==> src/rtl/sm_window_acc.sv <==
// sm_window_acc: serial sign-magnitude to two's-complement window accumulator; ports clk/rst, clear, in_valid/in_ready/in_sign/in_mag terms in, out_valid/out_ready/out_sum/out_neg window sum out
module sm_window_acc #(
  parameter int MANT_SIZE   = 10,
  parameter int KERNEL_SIZE = 3,
  parameter int GUARD       = 4
) (
  input  logic                             clk,
  input  logic                             rst,
  input  logic                             clear,
  input  logic                             in_valid,
  output logic                             in_ready,
  input  logic                             in_sign,
  input  logic [2*MANT_SIZE-1:0]           in_mag,
  output logic                             out_valid,
  input  logic                             out_ready,
  output logic [2*MANT_SIZE+GUARD:0]       out_sum,
  output logic                             out_neg
);
  localparam int ACC_W = 2*MANT_SIZE+1+GUARD;
  localparam int N     = KERNEL_SIZE*KERNEL_SIZE;
  localparam int CW    = $clog2(N+1);
  typedef enum logic {ACCUM, HOLD} state_t;
  state_t             state, state_nxt;
  logic [ACC_W-1:0]   acc, acc_nxt, sum_nxt, mag_x, term, total;
  logic [CW-1:0]      cnt, cnt_nxt;
  logic               last;
  assign in_ready  = state == ACCUM;
  assign out_valid = state == HOLD;
  assign mag_x     = {{(GUARD+1){1'b0}}, in_mag};
  assign term      = in_sign ? ~mag_x + 1'b1 : mag_x;
  assign total     = acc + term;
  assign last      = cnt == CW'(N-1);
  always_comb begin
    state_nxt = state;
    acc_nxt   = acc;
    cnt_nxt   = cnt;
    sum_nxt   = out_sum;
    if (state == ACCUM) begin
      if (clear) begin
        acc_nxt = '0;
        cnt_nxt = '0;
      end else if (in_valid) begin
        acc_nxt = last ? '0 : total;
        cnt_nxt = last ? '0 : cnt + 1'b1;
        if (last) begin
          sum_nxt   = total;
          state_nxt = HOLD;
        end
      end
    end else if (out_ready) begin
      state_nxt = ACCUM;
    end
  end
  always_ff @(posedge clk) begin
    if (rst) begin
      state   <= ACCUM;
      acc     <= '0;
      cnt     <= '0;
      out_sum <= '0;
      out_neg <= 1'b0;
    end else begin
      state   <= state_nxt;
      acc     <= acc_nxt;
      cnt     <= cnt_nxt;
      out_sum <= sum_nxt;
      out_neg <= sum_nxt[ACC_W-1];
    end
  end
endmodule

==> config.mk <==
export PLATFORM = sky130hd
export DESIGN_NAME = sm_window_acc
export DESIGN_NICKNAME = d
export VERILOG_FILES = /design/src/rtl/sm_window_acc.sv
export SDC_FILE = /design/constraint.sdc
export NUM_CORES = 1
export LEC_CHECK = 0
export BUFFER_PORTS_ARGS = -buffer_cell sky130_fd_sc_hd__buf_2
export CORE_UTILIZATION = 40
export DETAILED_ROUTE_END_ITERATION = 10
export PLACE_DENSITY = 0.66
export SLEW_MARGIN = 25
export SYNTH_ARGS = -nofsm -noshare
export SYNTH_HDL_FRONTEND = slang
export SYNTH_SLANG_ARGS = --single-unit
==> constraint.sdc <==
create_clock -name clk -period 3 [get_ports clk]
set_input_delay 0 -clock clk [delete_from_list [all_inputs] [get_ports clk]]
set_output_delay 0 -clock clk [all_outputs]
set_load 0.01 [all_outputs]
Yosys cells after proc, flatten, opt, wreduce, memory -nomap -nowiden
Index checks and enable logic that the tools add are counted.
Widths: inputs -> output; s select.

word-level totals
  logic and storage cells = 27
  output and inout port bits = 28
  bits of input ports = 26
  flip-flop bits (word level) = 55

operators by class
  reduce and logical (&&, ||, !) cells = 3
  bitwise operators = 3
  equal/unequal tests = 1
  mux-type cells = 12
  $add $sub $neg = 3

operator list
  kind                   count
  $mux 25                4
  $add 25x1->25 const B  1
  $add 25x25->25         1
  $not 20->25            1
  $mux 4                 3
  $mux 1                 5
  $add 4x1->4 const B    1
  $eq 4x4->1 const B     1
  $reduce_and 4->1       1
  $not 1->1              2
  $reduce_and 2->1       1
  $reduce_bool 2->1      1

Longest topological paths before layout
  word-level depth = 7
  gate-level depth with buffers = 15
  depth with buffers taken out = 14

Worst setup path after synthesis
Ideal clock, no wire load.

  kind = input to register
  start point = input in_mag[14]
  end point = register acc[24]
  arrival time = 3.223 ns
  data required time = 2.883 ns
  setup time = 0.117 ns
  stages = 14
  path slack = -0.339 ns
  buffers on the path = 1
  cell sequence = or4_4 > or4_4 > or3_2 > nand2_1 > xnor2_1 > ha_1 > clkbuf_1 > a21oi_1 > o21a_1 > o21ai_0 > a31oi_1 > a21bo_2 > xor2_1 > a22o_1

on the way
  longest elaborated chain between the ends = 7

ends and longest elaborated chain
  item                  line  source
  start, declared       13    input logic [2*MANT_SIZE-1:0] in_mag,
  $not 20->25           30    assign term = in_sign ? ~mag_x + 1'b1 : mag_x;
  $add 25x1->25         30
  $mux 25 *             30
  $add 25x25->25 *      31    assign total = acc + term;
  $mux 25 *             43    acc_nxt = last ? '0 : total;
  $mux 25 *             42    end else if (in_valid) begin
  $mux 25 *             39    if (clear) begin
  end signal, assigned  63    acc <= acc_nxt;
  end, declared         24    logic [ACC_W-1:0] acc, acc_nxt, sum_nxt, mag_x, term, total;

Mark *: on every way between the ends. The rest lies on a longest branch, timed or not. The select of a mux whose other input is x is not followed.
A chain may end at the register's enable or synchronous reset.

Worst setup path in the final report
  start point = input in_mag[4]
  end point = register out_sum[18]

on the way
  longest elaborated chain between the ends = 4

ends and longest elaborated chain
  item                  line  source
  $not 20->25           30
  $add 25x1->25         30
  $mux 25 *             30
  $add 25x25->25 *      31
  end signal, assigned  65    out_sum <= sum_nxt;
  end, declared         16    output logic [2*MANT_SIZE+GUARD:0] out_sum,

Mark *: on every way between the ends. The rest lies on a longest branch, timed or not.

==> qor.yml <==
dp_hpwl_mm: 8.791
grt_max_degree: 44
end_kind: "flop"
place_congestion: 0.9151
syn_avg_cell_area_um2: 7.877
crit_buf_inv: 4
drt-pass1-iter-count: 4
yosysTopAreaCellShare_pct: 29.12
cts_tree: "done"
cp_slowest_stage_delay_ns: 0.42
synth_cell_types: 56
clock_sinks: 55
synth_seq_cells: 55
n_antenna_cell: 0
critical-path-top-delay-family: "simple AND/OR/NAND/NOR gates"
arrival_ns: 3.12
async_reset_ff_share_pct: 0
dieArea_um2: 9846
dieHeight_um: 99.23
ios: 54
path_depth: 16
yosys.area.top_type: "dfxtp_1"
slew-limit-headroom_pct: 45.42
critPathLaunchType: "input pin"
finish.instance_area_um2: 5009
ys.flop_type: "dfxtp_1"
track_usage_pct: 23.10
required_ns: 3.26
vdd_drop_max_v: 0.0002050
antenna_found_initial: 0
fp-row-count: 35
post-place-ws_ns: -0.3104
syn_nets: 535
max_freq_mhz: 349.6
viasPerCell: 5.569
path_clk_slew_ns: 0.11
worstPathCellList: "buf_2, nor4_2, buf_4, nand2_1, or3_1, nand2_1, xnor2_1, ha_1, nand2_1, nor2_1, buf_4, a21oi_1, buf_4, o31a_1, or4_1, nand3_1"
synth_edf_count: 0
fillCellCount: 909
hold_viol: 0
start_util_pct: 41.12
p_per_area_nw_per_um2: 391.7
worst_pin_slew_ns: 0.8188
yosysMostFrequentCell: "nand2_1"
drt-initial-drc-count: 149
clock_path_buffers: 2
slowest_stage: "or3_1"
drt-wirelength-per-cell_um: 15.61
synth_common_cells: "66 x nand2_1, 55 x dfxtp_1, 43 x a21oi_1"
port_buffers: 53
synth_area_um2: 3781
ys_warn_count: 0
drc: 0
hp-class: "input pin to flop"
worstSetupPathType: "input pin to flop"
cts_made_buffers: 5
dr_total_vias: 4010
drv_cap: 0
drt_wl_total_mm: 11.24
clock_latency_ns: 0.32
setup_tns_ns: 0
die_w_um: 99.23
drive_gt1_share_pct: 29.23
fin_ws_ns: 0.1393
dpl-instance-area_um2: 4802
grt.overflow.total: 0
critPathMaxFanout: 5
p_leak_nw: 2.228
hold_depth: 4
slew_violations: 0
syn_to_final_growth_pct: 32.46
finClkSkew_ns: 0.008530
hold_ws_ns: 0.1007
grt_pass1_wl_mm: 18.30
outcome: "completed"
fin_nets: 663
synthCells: 480
period_needed_ns: 2.861
finalPower_mw: 1.962
min_period_over_period_pct: 95.36
cts-htree-levels: 2
cts_root_buf: "clkbuf_8"
reg2regPathDepth: 11
synth_area_leaders: "dfxtp_1 29%, ha_1 9.3%, xnor2_1 7.4%"
ys_seq_area_share_pct: 29.12
setup-violations-final: 0
core_um2: 9196
grt_pass1_vias: 3966
ant_nets: 0
[tightest hold or removal path: cells and delay by family]
kind,cells,cell delay (ns)
AOI/OAI and AO/OA,2,0.22
and+or+nand+nor,1,0.05
buffers and inverters,1,0.12
[path summary, 6_finish.rpt]
check / start / endpoint / slack, ns
setup / recovery: in_mag[4] / out_sum[18] / 0.14
setup reg to reg: acc[0] / out_sum[18] / 0.16
hold / removal: clear / cnt[2] / 0.10
hold reg to reg: out_sum[21] / out_sum[21] / 0.46
[where the power goes]
part	switching, mW	internal (mW)
registers	0.0164	0.750
logic	0.352	0.317
clock network	0.274	0.252
[metrics by stage]
stage                     cells  utilization, %
after global routing        720           54.46
after floorplan             480               -
final                       720           54.46
after global placement      711           52.22
after CTS                   720           53.58
after detailed placement    711           52.22
[cell usage in the layout, fill, tap and decap left out, types with 7 or more instances in the layout]
cell	netlist	final
a22oi_1	9	9
nand2_1	66	65
o31ai_1	10	7
inv_1	10	10
nand3_1	19	18
nand4_1	10	10
o21a_1	7	7
o21ai_0	25	18
a21oi_1	43	41
xor2_1	8	8
ha_1	28	27
xnor2_1	32	31
dfxtp_1	55	55
nor2_1	39	39
buf_4	1	94
buf_2	1	53
a22o_1	13	13
[logic make-up after synthesis]
group,share of synthesized area [%]
muxes,0.7942
and+or+nand+nor,20.81
AOI/OAI and AO/OA,26.41
buffers and inverters,3.805
adders and majority gates,9.795
DFF,29.12
xor gates and xnor gates,9.265
[per-layer routing]
layer | vias up | GRT usage (%) | wire, µm
met5 | - | 0 | 0
met4 | 0 | 8.371 | 334
met3 | 24 | 3.162 | 328
met2 | 73 | 43.16 | 5879
met1 | 1900 | 26.70 | 4700
li1 | 2013 | - | -
[final cells by class]
cell class	count	area, µm²	share of cell area, %
clock buffers	5	68.82	1.374
clock inverters	3	46.29	0.9243
inverters	10	37.54	0.7494
multi-input cells	388	2635	52.61
flip-flops and latches	55	1101	21.98
well taps	111	138.9	2.773
repair buffers	148	980.9	19.59
[what timing repair did]
item,4_1_cts,5_1_grt
hold buffers,1,0
hold endpoints to repair,1,0
buffers inserted,0,0
resized for setup,0,22
setup endpoints to repair,0,16
[sequential cells by signal, indices dropped and copies added, names as in the netlist]
name and flops:
out_valid 1, out_sum 25, acc 25, cnt 4
Note: power is estimated with default switching activity, not from simulation.
